File: config.mk
export PLATFORM = sky130hd
export DESIGN_NAME = hs_req_source
export DESIGN_NICKNAME = d
export VERILOG_FILES = /design/src/rtl/hs_req_source.sv
export SDC_FILE = /design/constraint.sdc
export NUM_CORES = 1
export LEC_CHECK = 0
export CORE_ASPECT_RATIO = 1.2
export CORE_MARGIN = 5
export CORE_UTILIZATION = 58
export DETAILED_ROUTE_END_ITERATION = 8
export GPL_ROUTABILITY_DRIVEN = 0
export GPL_TIMING_DRIVEN = 0
export PLACE_DENSITY = 0.83
export SYNTH_ARGS = -nofsm -noshare
export SYNTH_HDL_FRONTEND = slang
export SYNTH_SLANG_ARGS = --single-unit
File: constraint.sdc
create_clock -name clk_a -period 4.6 [get_ports clk_a]
set_input_delay 1.38 -clock clk_a [delete_from_list [all_inputs] [get_ports clk_a]]
set_output_delay 1.38 -clock clk_a [all_outputs]
set_load 0.01 [all_outputs]
File: src/rtl/hs_req_source.sv
// hs_req_source: four-phase req/ack source driving an incrementing word into another clock domain.
// Define HS_REQ_TIMEOUT_EN to abort stalled handshake phases after TIMEOUT cycles and raise timeout_err.
module hs_req_source #(
    parameter int DATA_W      = 4,
    parameter int WRAP_VAL    = 7,
    parameter int GAP         = 4,
    parameter int SYNC_STAGES = 2,
    parameter int TIMEOUT     = 255
) (
    input  logic              clk_a,
    input  logic              rst,
    input  logic              en,
    input  logic              clr_err,
    input  logic              data_ack,
    output logic [DATA_W-1:0] data,
    output logic              data_req,
    output logic              busy,
    output logic              timeout_err,
    output logic [15:0]       xfer_cnt
);
    typedef enum logic [1:0] {IDLE, REQ, RELEASE} state_t;

    state_t                 r_state;
    logic [SYNC_STAGES-1:0] r_sync;
    logic [15:0]            r_gap;
    logic                   w_ack_s;
    logic                   w_to;

    assign w_ack_s = r_sync[SYNC_STAGES-1];

`ifdef HS_REQ_TIMEOUT_EN
    logic [15:0] r_wait;
    logic        w_stall;
    // stalled means sitting in a handshake phase whose exit condition is not met this cycle
    assign w_stall = (r_state == REQ) ? !w_ack_s : (r_state == RELEASE) ? w_ack_s : 1'b0;
    assign w_to    = w_stall && (r_wait == 16'(TIMEOUT - 1));
`else
    logic w_unused;
    assign w_to     = 1'b0;
    assign w_unused = clr_err;
`endif

    always_ff @(posedge clk_a) begin
        if (rst) begin
            r_state     <= IDLE;
            r_sync      <= '0;
            r_gap       <= '0;
            data        <= '0;
            data_req    <= 1'b0;
            busy        <= 1'b0;
            timeout_err <= 1'b0;
            xfer_cnt    <= '0;
`ifdef HS_REQ_TIMEOUT_EN
            r_wait      <= '0;
`endif
        end else begin
            r_sync <= {r_sync[SYNC_STAGES-2:0], data_ack};
`ifdef HS_REQ_TIMEOUT_EN
            r_wait      <= (w_stall && !w_to) ? r_wait + 16'd1 : '0;
            timeout_err <= w_to ? 1'b1 : clr_err ? 1'b0 : timeout_err;
`endif
            case (r_state)
                IDLE: begin
                    if (!en) begin
                        r_gap <= '0;
                    end else if (r_gap == 16'(GAP - 1)) begin
                        r_gap    <= '0;
                        r_state  <= REQ;
                        data_req <= 1'b1;
                        busy     <= 1'b1;
                    end else begin
                        r_gap <= r_gap + 16'd1;
                    end
                end
                REQ: begin
                    if (w_ack_s) begin
                        r_state  <= RELEASE;
                        data_req <= 1'b0;
                    end else if (w_to) begin
                        r_state  <= IDLE;
                        data_req <= 1'b0;
                        busy     <= 1'b0;
                    end
                end
                RELEASE: begin
                    if (!w_ack_s) begin
                        r_state  <= IDLE;
                        busy     <= 1'b0;
                        data     <= (data == DATA_W'(WRAP_VAL)) ? '0 : data + DATA_W'(1);
                        xfer_cnt <= xfer_cnt + 16'd1;
                    end else if (w_to) begin
                        r_state <= IDLE;
                        busy    <= 1'b0;
                    end
                end
                default: r_state <= IDLE;
            endcase
        end
    end
endmodule

==> results.sh, run 1 <==
export IMPL_numPortBuffers=24
export IMPL_vias=1941
export IMPL_numClockSinks=42
export IMPL_p_leak_nw=0.844
export IMPL_dp_hpwl_um=3300
export IMPL_busiest_layer="met2"
export IMPL_drt_iter0_drc=173
export IMPL_swShare_pct=22.8
export IMPL_rsz0062_at_grt="no"
export IMPL_dieArea_um2=4970
export IMPL_final_common_cell="dfxtp_1"
export IMPL_wl_um=4780
export IMPL_rrSetupSlack_ns=2.55
export IMPL_die_h_um=76.2
export IMPL_path_delay_family="buffers and inverters"
export IMPL_nNetsFinal=278
export IMPL_holdBufCountCts=0
export IMPL_fmax_mhz=330
export IMPL_drtAntennaViolNets=0
export IMPL_finalHoldViolations=0
export IMPL_synth_edf_count=0
export IMPL_final_cell_mix="dfxtp_1, clkdlybuf4s50_1, nor2_1"
export IMPL_period_minus_slack_ns=3.03
export IMPL_setup_ws_ns=1.57
export IMPL_grt_pass1_vias=1850
export IMPL_grt_max_degree=13
export IMPL_ys_warn_count=0
export IMPL_syn_cell_area_um2=2120
export IMPL_hold_start="r_sync[0]"
export IMPL_drv_slew=0
export IMPL_cp_slowest_cell="clkdlybuf4s50_1"
export IMPL_syn_nets=247
export IMPL_clock_path_buffers=2
export IMPL_r2r_end="r_gap[11]"
export IMPL_status="finished, final reports clean"
export IMPL_crit_chain="clkdlybuf4s50_1 -> or3b_2 -> nor2_1 -> buf_4 -> buf_6 -> o211ai_1 -> a31oi_1"
export IMPL_worstSetupPathDepth=7
export IMPL_worstHoldPathType="reg -> reg"
export IMPL_clkPwrFrac_pct=38.3
export IMPL_p_switching_w=0.000148
export IMPL_final_setup_viol_count=0
export IMPL_reg2reg_depth=6
export IMPL_ioPinCount=28
export IMPL_hold_path_endpoint="r_sync[1]"
export IMPL_crit_fanout=10
export IMPL_drv_cap=0
export IMPL_areaGrowthSynthToFinish_pct=17.9
export IMPL_reg2reg_from="r_gap[0]"
export IMPL_comb_power_share_pct=4.2
export IMPL_grt_met3_usage_pct=5.90
export IMPL_yosysSeqAreaShare_pct=39.6
export IMPL_synth_ff_type="dfxtp_1"
export IMPL_holdPathStages=1
export IMPL_dpl_worst_slack_ns=1.28
export IMPL_grt_pass1_wl_um=8430
export IMPL_crit_path_end_kind="register"
export IMPL_crit_buf_inv=3
export IMPL_netlist_instances=239
export IMPL_cts_htree_levels=2
export IMPL_wl_per_cell_um=15.4
export IMPL_antenna_found_initial=0
export IMPL_arrival_ns=3.26
export IMPL_internal_power_w=0.000499
export IMPL_avgSynthCellArea_um2=8.87
export IMPL_cpPeakStageDelay_ns=0.60
export IMPL_core_um2=3570
export IMPL_met2_usage_pct=33.9
export IMPL_viasPerCell=6.26
export IMPL_dr_pass1_iters=4
export IMPL_drive_gt1_share_pct=10.7
export IMPL_period_share_pct=65.8
export IMPL_drc=0
export IMPL_use_met1_pct=25.6
export IMPL_start_util_pct=59.3
export IMPL_p_seq_share_pct=57.4
export IMPL_power_total_w=0.000647
export IMPL_startpoint_type="primary input"
export IMPL_grt_use_total_pct=21.1
export IMPL_die_x_um=65.2
export IMPL_critPathRequiredTime_ns=4.83
export IMPL_async_flop_share_pct=0
export IMPL_clkSlewWorstSetupHoldPaths_ns=0.08
export IMPL_ir_drop_v=0.000187
export IMPL_power_density_nw_per_um2=259
export IMPL_ys_ff_latch=42
export IMPL_finClkSkew_ns=0.00761
export IMPL_cts_setup_buffers=0
export IMPL_worstSetupPathType="in -> reg"
export IMPL_tritoncts="built"
export IMPL_numCtsBuffers=5
export IMPL_fp_row_count=24
export IMPL_ys_types=53
export IMPL_cts_root_buffer="clkbuf_8"
export IMPL_grt_ovfl_total=0
export IMPL_clock_latency_ns=0.30
export IMPL_antenna_cells=0
export IMPL_cts_resized=0
export IMPL_tns_ns=0
## flip-flops by register name (all words and copies together) (netlist names)
register and count:
data 4, data_req 1, busy 1, r_sync 2, r_gap 16, xfer_cnt 16
r_state 2
## cells in the mapped netlist (3+ instances only)
cell	count	area (um^2)
dfxtp_1	42	841
nor2_1	20	75.1
a31oi_1	14	87.6
a21oi_1	13	65.1
nand3_1	13	65.1
nand2_1	11	41.3
o21ai_0	11	55.1
nand4_1	9	56.3
clkbuf_1	8	30.0
inv_1	6	22.5
or4_1	6	45.0
xor2_1	6	52.6
o31ai_1	5	37.5
or3_1	5	31.3
nor3_1	4	20.0
nor4_1	4	25.0
o211ai_1	4	30.0
xnor2_1	4	35.0
and3_1	3	18.8
buf_4	3	22.5
ha_1	3	37.5
nand4_4	3	63.8
## area by class of cell
class | instances | area [um^2]
multi-input combinational | 175 | 1170
fill | 287 | 1070
sequential | 42 | 841
timing repair buffer | 24 | 240
buffer | 16 | 90.1
clock buffer | 7 | 86.3
tap | 39 | 48.8
inverter | 6 | 22.5
clock inverter | 1 | 5.00
## power groups by stage
stage | Combinational [W] | Clock (W) | Sequential (W)
after detailed placement | 0.0000272 | 0 | 0.000380
after global routing | 0.0000302 | 0.000272 | 0.000372
final | 0.0000274 | 0.000248 | 0.000371
after CTS | 0.0000273 | 0.000253 | 0.000371
after floorplan | 0.0000196 | 0 | 0.000379
after global placement | 0.0000269 | 0 | 0.000379
## worst register-to-register path, delay by kind of cell, from the launching register on
kind	cells	cell delay, ns
buffers and inverters	1	0.36
adders and majority gates	1	0.25
DFF	1	0.42
AOI/OAI and AO/OA	2	0.33
and+or+nand+nor	2	0.58
## stage by stage
step                instances  hold slack, ns  area [um^2]  utilization (%)
floorplan                 239           0.414         2120                -
global placement          302           0.416         2410             67.4
detailed placement        302           0.444         2410             67.4
CTS                       310           0.457         2500             70.0
global route              310           0.471         2500             70.0
finish                    310           0.453         2500             70.0
## worst max-delay path by stage
stage          startpoint         to  slack [ns]
6_report               en   r_gap[7]        1.57
4_1_cts                en   r_gap[7]        1.59
2_1_floorplan          en  r_gap[13]        2.04
5_1_grt                en   r_gap[7]        1.48
3_3_place_gp           en   r_gap[2]        1.31
3_5_place_dp           en   r_gap[7]        1.28
## routing by layer
layer	part of all wire (%)	up-vias
met5	0	-
met4	2.1	0
met3	5.3	9
met2	50	62
met1	42	909
li1	-	961
## cell families (layout without fill, tap and decap cells)
| kind of cell | Yosys count | after routing | synth area share (%) |
|---|---|---|---|
| buffers and inverters | 22 | 54 | 5.31 |
| flip-flops | 42 | 42 | 39.6 |
| AND/OR/NAND/NOR | 100 | 100 | 29.9 |
| other | 1 | 1 | 0.177 |
| XOR/XNOR | 10 | 10 | 4.13 |
| AO/OA/AOI/OAI | 58 | 58 | 17.6 |
| adder cells (fa/ha/maj) | 3 | 3 | 1.77 |
| multiplexers | 3 | 3 | 1.47 |
Power figures use the tool's default switching activity.
==> run 2: changes to the inputs <==
CORE_UTILIZATION = 49   (was 58)
PLACE_DENSITY = 0.75   (was 0.83)
clock period = 2.5 ns   (was 4.6 ns; I/O delays follow)
==> run 2 against run 1 <==
Effect of this change: first-iteration DRC count up 9.2%; sequential power up 84%; register-to-register slack worse by 2.1 ns; die area up 16%; global-route usage down 3.8 points; sequential cell count unchanged; hold slack worse by 0.011 ns; critical endpoint is now xfer_cnt[5]; clock power up 120%; sequential share of layout area down 0.56 points; highest routed layer unchanged; utilization down 9.8 points; clock-buffer cell count down 1.
==> results.sh, run 2 (synthesis results as in run 1) <==
export IMPL_startpoint_type="register"
export IMPL_reg2reg_from="r_gap[0]"
export IMPL_cts_htree_levels=2
export IMPL_cts_root_buffer="clkbuf_8"
export IMPL_critPathRequiredTime_ns=1.75
export IMPL_final_instance_count_excl_fill=327
export IMPL_dieArea_um2=5750
export IMPL_setup_ws_ns=0.379
export IMPL_finClkSkew_ns=0.00627
export IMPL_grt_max_degree=14
export IMPL_vias=1941
export IMPL_drv_cap=0
export IMPL_slew_headroom_pct=64.9
export IMPL_grt_ovfl_total=0
export IMPL_cts_resized=0
export IMPL_die_x_um=70.1
export IMPL_wl_per_cell_um=14.1
export IMPL_crit_buf_inv=1
export IMPL_final_common_cell="dfxtp_1"
export IMPL_cp_slowest_cell="clkdlybuf4s50_1"
export IMPL_drc=0
export IMPL_status="finished, final reports clean"
export IMPL_clock_latency_ns=0.29
export IMPL_final_setup_viol_count=0
export IMPL_crit_chain="clkdlybuf4s50_1"
export IMPL_dr_pass1_iters=4
export IMPL_clock_path_buffers=2
export IMPL_nNetsFinal=278
export IMPL_grt_use_total_pct=17.3
export IMPL_p_leak_nw=0.856
export IMPL_crit_path_end_kind="primary output"
export IMPL_core_um2=4230
export IMPL_hold_start="r_sync[0]"
export IMPL_arrival_ns=1.37
export IMPL_startpoint="xfer_cnt[5]"
export IMPL_ioPinCount=28
export IMPL_cts_setup_buffers=0
export IMPL_dp_cells=319
export IMPL_viasPerCell=5.94
export IMPL_period_share_pct=84.8
export IMPL_grt_pass1_wl_um=8040
export IMPL_tns_ns=0
export IMPL_drt_iter0_drc=189
export IMPL_antenna_cells=0
export IMPL_grt_pass1_vias=1838
export IMPL_areaGrowthSynthToFinish_pct=19.9
export IMPL_timing_hold_ws_ns=0.441
export IMPL_die_h_um=82.1
export IMPL_fmax_mhz=472
export IMPL_dpl_worst_slack_ns=-0.200
export IMPL_numClockSinks=42
export IMPL_drtAntennaViolNets=0
export IMPL_tritoncts="built"
export IMPL_antenna_found_initial=0
export IMPL_worstSetupPathType="reg -> out"
export IMPL_n_fill_cell=380
export IMPL_fin_util_pct=60.1
export IMPL_ir_drop_v=0.000311
export IMPL_tightestPinTransition_ns=0.527
export IMPL_numCtsBuffers=5
export IMPL_path_delay_family="buffers and inverters"
export IMPL_power_density_nw_per_um2=499
export IMPL_drive_gt1_share_pct=10.7
export IMPL_finalHoldViolations=0
export IMPL_top_regs="r_gap x16, xfer_cnt x16, data x4"
export IMPL_drv_slew=0
export IMPL_wl_um=4600
export IMPL_fp_row_count=26
export IMPL_period_minus_slack_ns=2.12
export IMPL_clkSlewWorstSetupHoldPaths_ns=0.08
export IMPL_start_util_pct=50.1
export IMPL_dp_hpwl_um=3190
export IMPL_crit_fanout=4
export IMPL_rsz0062_at_grt="no"
export IMPL_numPortBuffers=24
export IMPL_worstHoldPathType="reg -> reg"
export IMPL_final_cell_mix="dfxtp_1, clkdlybuf4s50_1, nor2_1"
export IMPL_holdBufCountCts=0
export IMPL_cpPeakStageDelay_ns=0.59
## run 2: cell types whose count changed in the layout (fill, tap and decap cells not counted), sizes merged
| cell | before | now |
|---|---|---|
| bufinv | 0 | 1 |
| clkbuf | 17 | 16 |
| clkdlybuf4s50 | 24 | 23 |
| clkinv | 1 | 0 |
| clkinvlp | 0 | 1 |
| dlymetal6s2s | 0 | 1 |
## run 2: area by class of cell
| class | instances | area, um^2 | share of cell area (%) |
|---|---|---|---|
| plain buffers | 16 | 90.1 | 3.54 |
| clock buffers | 6 | 72.6 | 2.85 |
| clock inverters | 2 | 37.5 | 1.48 |
| inverters | 6 | 22.5 | 0.885 |
| multi-input cells | 175 | 1170 | 45.9 |
| flip-flops and latches | 42 | 841 | 33.1 |
| well taps | 56 | 70.1 | 2.75 |
| repair buffers | 24 | 243 | 9.54 |
## run 2: through the flow
step,power (W),cell area (um^2)
2_1_floorplan,0.000733,2120
3_3_place_gp,0.000748,2430
3_5_place_dp,0.000748,2430
4_1_cts,0.00128,2540
5_1_grt,0.00132,2540
6_report,0.00127,2540
## run 2: worst paths after layout
path / end / slack [ns] / depth (start not counted)
max reg2reg: r_gap[11] / 0.43 / 6
min: r_sync[1] / 0.44 / 1
min reg2reg: r_sync[1] / 0.44 / 1
max: xfer_cnt[5] / 0.38 / 1
## run 2: per-layer routing
metal | GRT usage [%] | up-vias | part of all wire, %
met5 | 0 | - | 0
met4 | 7.47 | 0 | 1.5
met3 | 4.90 | 6 | 3.8
met2 | 30.9 | 36 | 49
met1 | 19.3 | 934 | 45
li1 | - | 965 | -
## run 2: power by group
| group | internal (W) | switching [W] | leakage, nW |
|---|---|---|---|
| registers | 0.000675 | 0.00000860 | 0.339 |
| logic | 0.0000210 | 0.0000285 | 0.466 |
| clock network | 0.000298 | 0.000237 | 0.0514 |
| total | 0.000994 | 0.000274 | 0.856 |
## run 2: worst reg2reg max path: cells and delay by family, from the launching register on
kind	cells	cell delay (ns)
fa+ha+maj	1	0.25
buf+inv	1	0.36
flops	1	0.42
simple gates	2	0.60
compound gates	2	0.33
==> variant, RTL diff (flow settings as in run 2) <==
Build with the macro `HS_REQ_TIMEOUT_EN` defined.
--- a/src/rtl/hs_req_source.sv
+++ b/src/rtl/hs_req_source.sv
@@ -1,4 +1,6 @@
 // hs_req_source: four-phase req/ack source driving an incrementing word into another clock domain.
 // Define HS_REQ_TIMEOUT_EN to abort stalled handshake phases after TIMEOUT cycles and raise timeout_err.
+`define HS_REQ_TIMEOUT_EN
+
 module hs_req_source #(
     parameter int DATA_W      = 4,
Function: no difference found for any inputs over 10 cycles, from zero or initial values and one cycle with rst high; that may be too few to reach the edited logic, so the function may still have changed.
==> variant against run 2 <==
Routed wire length increased by 34%; global-route usage increased by 0.68 points; critical endpoint is now xfer_cnt[15]$_SDFFE_PP0P_; sequential cell count grew 17; area after synthesis up 33%; final area rose by 31%; maximum frequency shrank 4.8%; power up 49%; setup slack got worse by 0.11 ns.
==> variant: results (changes against run 2) <==
status completed; Synth cell types 48 (-9.4%); ranking of synthesized cells by area dfxtp_1 42%, nor2_1 6.8%, xor2_1 6.2%; first-pass GRT wire length 10600 µm (+32%); port bufs 26 (+8.3%); placed inst area 3160 µm² (+30%); Place WS 0.00823 ns (+0.209 ns); PD cells 564 nW/µm² (+13%); vias per std cell 5.58 (-6.0%); Worst EP arrival 2.43 ns (+1.06 ns); nets 381 (+37%); skew final 0.00668 ns (+0.000411 ns); CP required 2.70 ns (+0.95 ns); Avg WL per Cell 14.1 µm (+0.45%); Fillers 512 (+35%); placed cells 420 (+32%); Setup crit start r_state[0]$_SDFFE_PP0P_; Detailed Place HPWL 4420 µm (+39%); VDD IR max 0.000338 V (+8.5%); number of global-route vias before repair 2326 (+27%); hold slack 0.450 ns (+0.00913 ns); Worst Tran Pin Value 0.559 ns (+0.0325 ns); clock buffer count from CTS 9 (+4); largest net degree at the start of global routing 11 (-3); FF-to-FF setup slack 0.27 ns (-0.16 ns); gr usage total 18.0% (+0.68 points); Initial DRC Count 94 (-50%); crit path to xfer_cnt[15]$_SDFFE_PP0P_; Largest stage delay, worst path 0.40 ns (-0.19 ns); Regs by FF count r_gap x16, r_wait x16, xfer_cnt x16; slowest cell on the critical path clkbuf_1; Net Count, Synth 344 (+39%); H-tree Lvls 3 (+1); share of cells above drive strength 1 8.36% (-2.3 points); post-synthesis sequential area ratio 41.8% (+2.2 points)
variant: power breakdown:
part | internal, mW | switching, mW
Clock | 0.432 | 0.353
Sequential | 0.951 | 0.0101
Combinational | 0.0497 | 0.0902
variant: routing by layer:
layer / track usage (%) / vias to the layer above / wire, µm
li1: - / 1245 / -
met1: 21.6 / 1134 / 2750
met2: 29.3 / 34 / 3090
met3: 3.76 / 13 / 150
met4: 10.7 / 0 / 165
met5: 0 / - / 0
variant: logic make-up after synthesis:
| group | Yosys count | synth area share, % |
|---|---|---|
| AOI/OAI and AO/OA | 49 | 11.6 |
| xor gates and xnor gates | 29 | 9.00 |
| adders and majority gates | 9 | 3.99 |
| buffers and inverters | 24 | 3.90 |
| DFF | 59 | 41.8 |
| muxes | 4 | 1.46 |
| and+or+nand+nor | 156 | 28.2 |
variant: final cells by class:
class	instances	area share, %
clock buffers	13	5.05
multi-input cells	247	45.8
well taps	64	2.40
repair buffers	26	7.79
clock inverters	2	0.300
plain buffers	16	2.40
flip-flops and latches	59	35.3
inverters	8	0.899
